**src/rtl/adder_cmd_initiator.sv**
```systemverilog
// adder_cmd_initiator: valid/ready command front end sequencing the adder responder's register and operand buses.
// Optional INIT_SUM_CHECK_EN adds shadow control/offset registers and flags sums that disagree with them.
module adder_cmd_initiator #(
  parameter int TIMEOUT_CYCLES = 16,
  parameter int NUM_REGS = 3
) (
  input  logic       clk,
  input  logic       reset_n,
  input  logic       cmd_valid,
  output logic       cmd_ready,
  input  logic [1:0] cmd_op,
  input  logic [2:0] cmd_addr,
  input  logic [7:0] cmd_wdata,
  input  logic [7:0] cmd_a,
  input  logic [7:0] cmd_b,
  output logic       rsp_valid,
  input  logic       rsp_ready,
  output logic [7:0] rsp_data,
  output logic       rsp_carry,
  output logic       rsp_err,
  output logic       rsp_mismatch,
  output logic [2:0] Des_address,
  output logic [7:0] Des_value,
  output logic       Des_reg_valid,
  output logic       Des_wr_rd,
  output logic [7:0] Value_a,
  output logic [7:0] Value_b,
  output logic       Data_val,
  input  logic [7:0] Des_rd_value,
  input  logic [7:0] Sum_result,
  input  logic       Sum_carry,
  input  logic       Data_ready
);
  localparam int CW = $clog2(TIMEOUT_CYCLES + 1);
  localparam logic [CW-1:0] TO_LAST = CW'(TIMEOUT_CYCLES - 1);
  localparam logic [3:0] NR = NUM_REGS[3:0];
  typedef enum logic [2:0] {IDLE, REG_WR, REG_RD, RD_WAIT, ADD, ADD_WAIT, RSP} state_t;
  state_t state, next;
  logic [2:0] addr;
  logic [7:0] wdata, a, b, data_q;
  logic carry_q, err_q, bad, accept, timeout;
  logic [CW-1:0] cnt;
  assign accept = state == IDLE && cmd_valid;
  assign bad = cmd_op == 2'b11 || (!cmd_op[1] && {1'b0, cmd_addr} >= NR);
  assign timeout = cnt == TO_LAST;
  always_comb begin
    next = state;
    case (state)
      IDLE:     next = !cmd_valid ? IDLE : bad ? RSP : cmd_op == 2'b00 ? REG_WR : cmd_op == 2'b01 ? REG_RD : ADD;
      REG_WR:   next = RSP;
      REG_RD:   next = RD_WAIT;
      RD_WAIT:  next = RSP;
      ADD:      next = ADD_WAIT;
      ADD_WAIT: next = (Data_ready || timeout) ? RSP : ADD_WAIT;
      RSP:      next = rsp_ready ? IDLE : RSP;
      default:  next = IDLE;
    endcase
  end
  always_ff @(posedge clk) begin
    if (!reset_n) begin
      state <= IDLE;
      addr <= '0;
      wdata <= '0;
      a <= '0;
      b <= '0;
      data_q <= '0;
      carry_q <= 1'b0;
      err_q <= 1'b0;
      cnt <= '0;
    end else begin
      state <= next;
      if (accept) begin
        addr <= cmd_addr;
        wdata <= cmd_wdata;
        a <= cmd_a;
        b <= cmd_b;
        data_q <= (!bad && cmd_op == 2'b00) ? cmd_wdata : 8'h00;
        carry_q <= 1'b0;
        err_q <= bad;
      end
      if (state == RD_WAIT) data_q <= Des_rd_value;
      if (state == ADD) cnt <= '0;
      if (state == ADD_WAIT) begin
        if (Data_ready) begin
          data_q <= Sum_result;
          carry_q <= Sum_carry;
        end else if (timeout) err_q <= 1'b1;
        else cnt <= cnt + 1'b1;
      end
    end
  end
`ifdef INIT_SUM_CHECK_EN
  logic ctrl0, mm_q;
  logic [7:0] offset;
  logic [8:0] s1, s2, expect_sum;
  assign s1 = {1'b0, a} + {1'b0, b};
  assign s2 = {1'b0, s1[7:0]} + {1'b0, offset} + {8'h00, s1[8]};
  assign expect_sum = ctrl0 ? s2 : s1;
  always_ff @(posedge clk) begin
    if (!reset_n) begin
      ctrl0 <= 1'b0;
      offset <= '0;
      mm_q <= 1'b0;
    end else begin
      if (state == REG_WR && addr == 3'd0) ctrl0 <= wdata[0];
      if (state == REG_WR && addr == 3'd1) offset <= wdata;
      if (accept) mm_q <= 1'b0;
      if (state == ADD_WAIT && Data_ready) mm_q <= {Sum_carry, Sum_result} != expect_sum;
    end
  end
  assign rsp_mismatch = rsp_valid && mm_q;
`else
  assign rsp_mismatch = 1'b0;
`endif
  assign cmd_ready = state == IDLE;
  assign rsp_valid = state == RSP;
  assign rsp_data = rsp_valid ? data_q : 8'h00;
  assign rsp_carry = rsp_valid && carry_q;
  assign rsp_err = rsp_valid && err_q;
  assign Des_reg_valid = state == REG_WR || state == REG_RD;
  assign Des_wr_rd = state == REG_WR;
  assign Des_address = Des_reg_valid ? addr : 3'd0;
  assign Des_value = Des_wr_rd ? wdata : 8'h00;
  assign Data_val = state == ADD;
  assign Value_a = Data_val ? a : 8'h00;
  assign Value_b = Data_val ? b : 8'h00;
endmodule

```
**config.mk**
```make
export PLATFORM = sky130hd
export DESIGN_NAME = adder_cmd_initiator
export DESIGN_NICKNAME = d
export VERILOG_FILES = /design/src/rtl/adder_cmd_initiator.sv
export SDC_FILE = /design/constraint.sdc
export NUM_CORES = 1
export LEC_CHECK = 0
export ABC_AREA = 0
export ABC_CLOCK_PERIOD_IN_PS = 5500
export CORE_ASPECT_RATIO = 1.1
export CORE_MARGIN = 2
export CORE_UTILIZATION = 50
export DETAILED_ROUTE_END_ITERATION = 8
export DONT_BUFFER_PORTS = 1
export PLACE_DENSITY = 0.63
export SETUP_SLACK_MARGIN = 0.3
export SLEW_MARGIN = 10
export SYNTH_ARGS = -nofsm -noshare
export SYNTH_HDL_FRONTEND = slang
export SYNTH_SLANG_ARGS = --single-unit
```
**constraint.sdc**
```tcl
create_clock -name clk -period 5.5 [get_ports clk]
set_clock_uncertainty 0.1 [all_clocks]
set_input_delay 1.65 -clock clk [delete_from_list [all_inputs] [get_ports clk]]
set_output_delay 1.65 -clock clk [all_outputs]
set_load 0.005 [all_outputs]
```
==> flow_summary.yaml <==
pwr:
  irDropWorstVdd_mv: 0.208
  powerDensity_nw_per_um2: 402
  p_leak_uw: 0.000809
synth:
  syn_nets: 336
  syn_area_um2: 2210
  avgSynthCellArea_um2: 7.80
  synth_seq_cells: 45
  yosysSeqAreaShare: 0.407
  ys_types: 46
  synthCells: 284
  ys_warn_count: 0
  synth_top_area_frac: 0.407
  synth_top_cell_by_area: "dfxtp_1"
  synth_edf_count: 0
  synth_ff_type: "dfxtp_1"
  synthArstFlopShare: 0
  synth_area_leaders: "dfxtp_1, nand2_1, and2_1"
sta:
  setup_viol: 0
  finalHoldViolCount: 0
  fin_crit_sh: 0.730
  fin_crit_ns: 4.01
  finalMaxSlewViolations: 0
  fmax_mhz: 249
  max_slew_margin: 0.217
  rsz0062_at_grt: "false"
  tns_ns: 0
  tightest_slew_ns: 1.17
route:
  first_iter_violations: 140
  wl_per_cell_um: 15.9
  vias_per_cell: 5.83
  drt_wl_total_um: 5200
  drtAntennaViolNets: 0
  route.detailed.drc: 0
  vias: 1906
  firstDrtPassIters: 4
placement:
  dp_hpwl_um: 3630
  place_congestion: 0.864
  place.port_buffers: 0
  placed_area_um2: 2200
run_status:
  status: "finished clean"
worst_hold_path:
  hold_class: "flip-flop to flip-flop"
floorplan:
  ios: 94
  rows: 25
  dieArea_um2: 4980
  fp.dieW_um: 67.5
  core_area_um2: 4290
  fp.dieH_um: 73.8
  initial_core_util: 0.517
clock_network:
  numCtsBuffers: 5
  cts_buffer_depth: 2
  cts-root-buf: "clkbuf_8"
  clkTransAtPathRegs_ns: 0.08
  tritoncts: "yes"
  post_cts_buffers: 0
  holdBufCountCts: 0
  htreeDepth: 2
  clk_latency_ns: 0.29
  post_cts_resized: 0
  cts.sinks: 45
worst_setup_path:
  cp.arrival_ns: 2.26
  end_kind: "output port"
  cp.required_ns: 3.75
  startpoint_type: "flip-flop"
  path_max_fanout: 18
  path_class: "flip-flop to output port"
layout:
  syn2layout_area_growth_pct: 4.63
  drive_gt1_frac: 0.0513
  finish.utilization: 0.541
  final_area_um2: 2320
  layout_commonest_cell: "nand2_1"
  final_nets: 324
  final_cell_mix: "nand2_1, dfxtp_1, and2_1"
  antenna_cells: 0
global_route:
  grt_pass1_wl_um: 8040
  grt_overflow_total: 0
  track_usage: 0.212
  antenna_found_initial: 0
  grt_max_degree: 33
  grt_pass1_vias: 1710
flow_run:
  max-cap-violations: 0
[routing by layer]
metal	vias to the layer above	part of all wire	GRT usage
li1	955	-	-
met1	874	0.44	0.272
met2	72	0.45	0.330
met3	5	0.10	0.0888
met4	0	0.011	0.0544
met5	-	0	0
[critical path, stage by stage, from the launching register on]
cell and delay (ns):
dfxtp_1 0.70, nor3b_1 1.00, and2_1 0.27
[metrics by stage]
step / std cells / setup WS (ns) / total power (uW) / hold slack (ns)
after global routing: 327 / 1.40 / 993 / 0.372
after global placement: 319 / 1.86 / 680 / 0.338
after CTS: 327 / 1.50 / 938 / 0.354
final: 327 / 1.49 / 931 / 0.351
after floorplan: 284 / 2.37 / 641 / 0.332
after detailed placement: 319 / 1.82 / 686 / 0.343
[where the power goes]
| group | total (uW) | internal, uW | leakage (uW) | switching [uW] |
|---|---|---|---|---|
| sequential | 434 | 379 | 0.000367 | 55.1 |
| clock | 256 | 148 | 0.0000585 | 107 |
| combinational | 242 | 88.2 | 0.000384 | 153 |
| total | 931 | 616 | 0.000809 | 316 |
[flip-flops by register name, indices dropped and copies added, names as in the netlist]
register	flops
a	8
addr	3
b	8
carry_q	1
cnt	5
data_q	8
err_q	1
state	3
wdata	8
[cell families after synthesis]
kind of cell | Yosys count | synth area share
xor+xnor | 2 | 0.00791
fa+ha+maj | 1 | 0.00565
flops | 45 | 0.407
compound gates | 64 | 0.182
mux | 1 | 0.00508
buf+inv | 24 | 0.0486
other cells | 1 | 0.00169
simple gates | 146 | 0.342
[worst paths after layout]
path	startpoint	end	slack, ns	cells after the start
worst min register to register	wdata[1]	wdata[1]	0.35	2
worst min-delay path	wdata[1]	wdata[1]	0.35	2
worst max register to register	state[1]	state[1]	3.06	4
worst max-delay path	state[0]	Des_value[7]	1.49	2
[cell type report]
cell class              count  area, um2
repair buffers              2       15.0
multi-input cells         215       1210
fillers                   428       1970
clock inverters             1       30.0
flip-flops and latches     45        901
well taps                  54       67.6
inverters                   3       11.3
clock buffers               7       86.3
[cell usage after synthesis (2+ instances only)]
master    number
nand2_1       70
dfxtp_1       45
and2_1        37
a21oi_1       30
clkbuf_1      14
nand3_1       14
a31oi_1       10
o221ai_1       9
buf_2          5
o21ai_0        4
inv_1          3
nor2_1         3
nor2b_1        3
nand2b_1       2
nand4b_1       2
nor3_1         2
xnor2_1        2
Power figures use the tool's default switching activity.
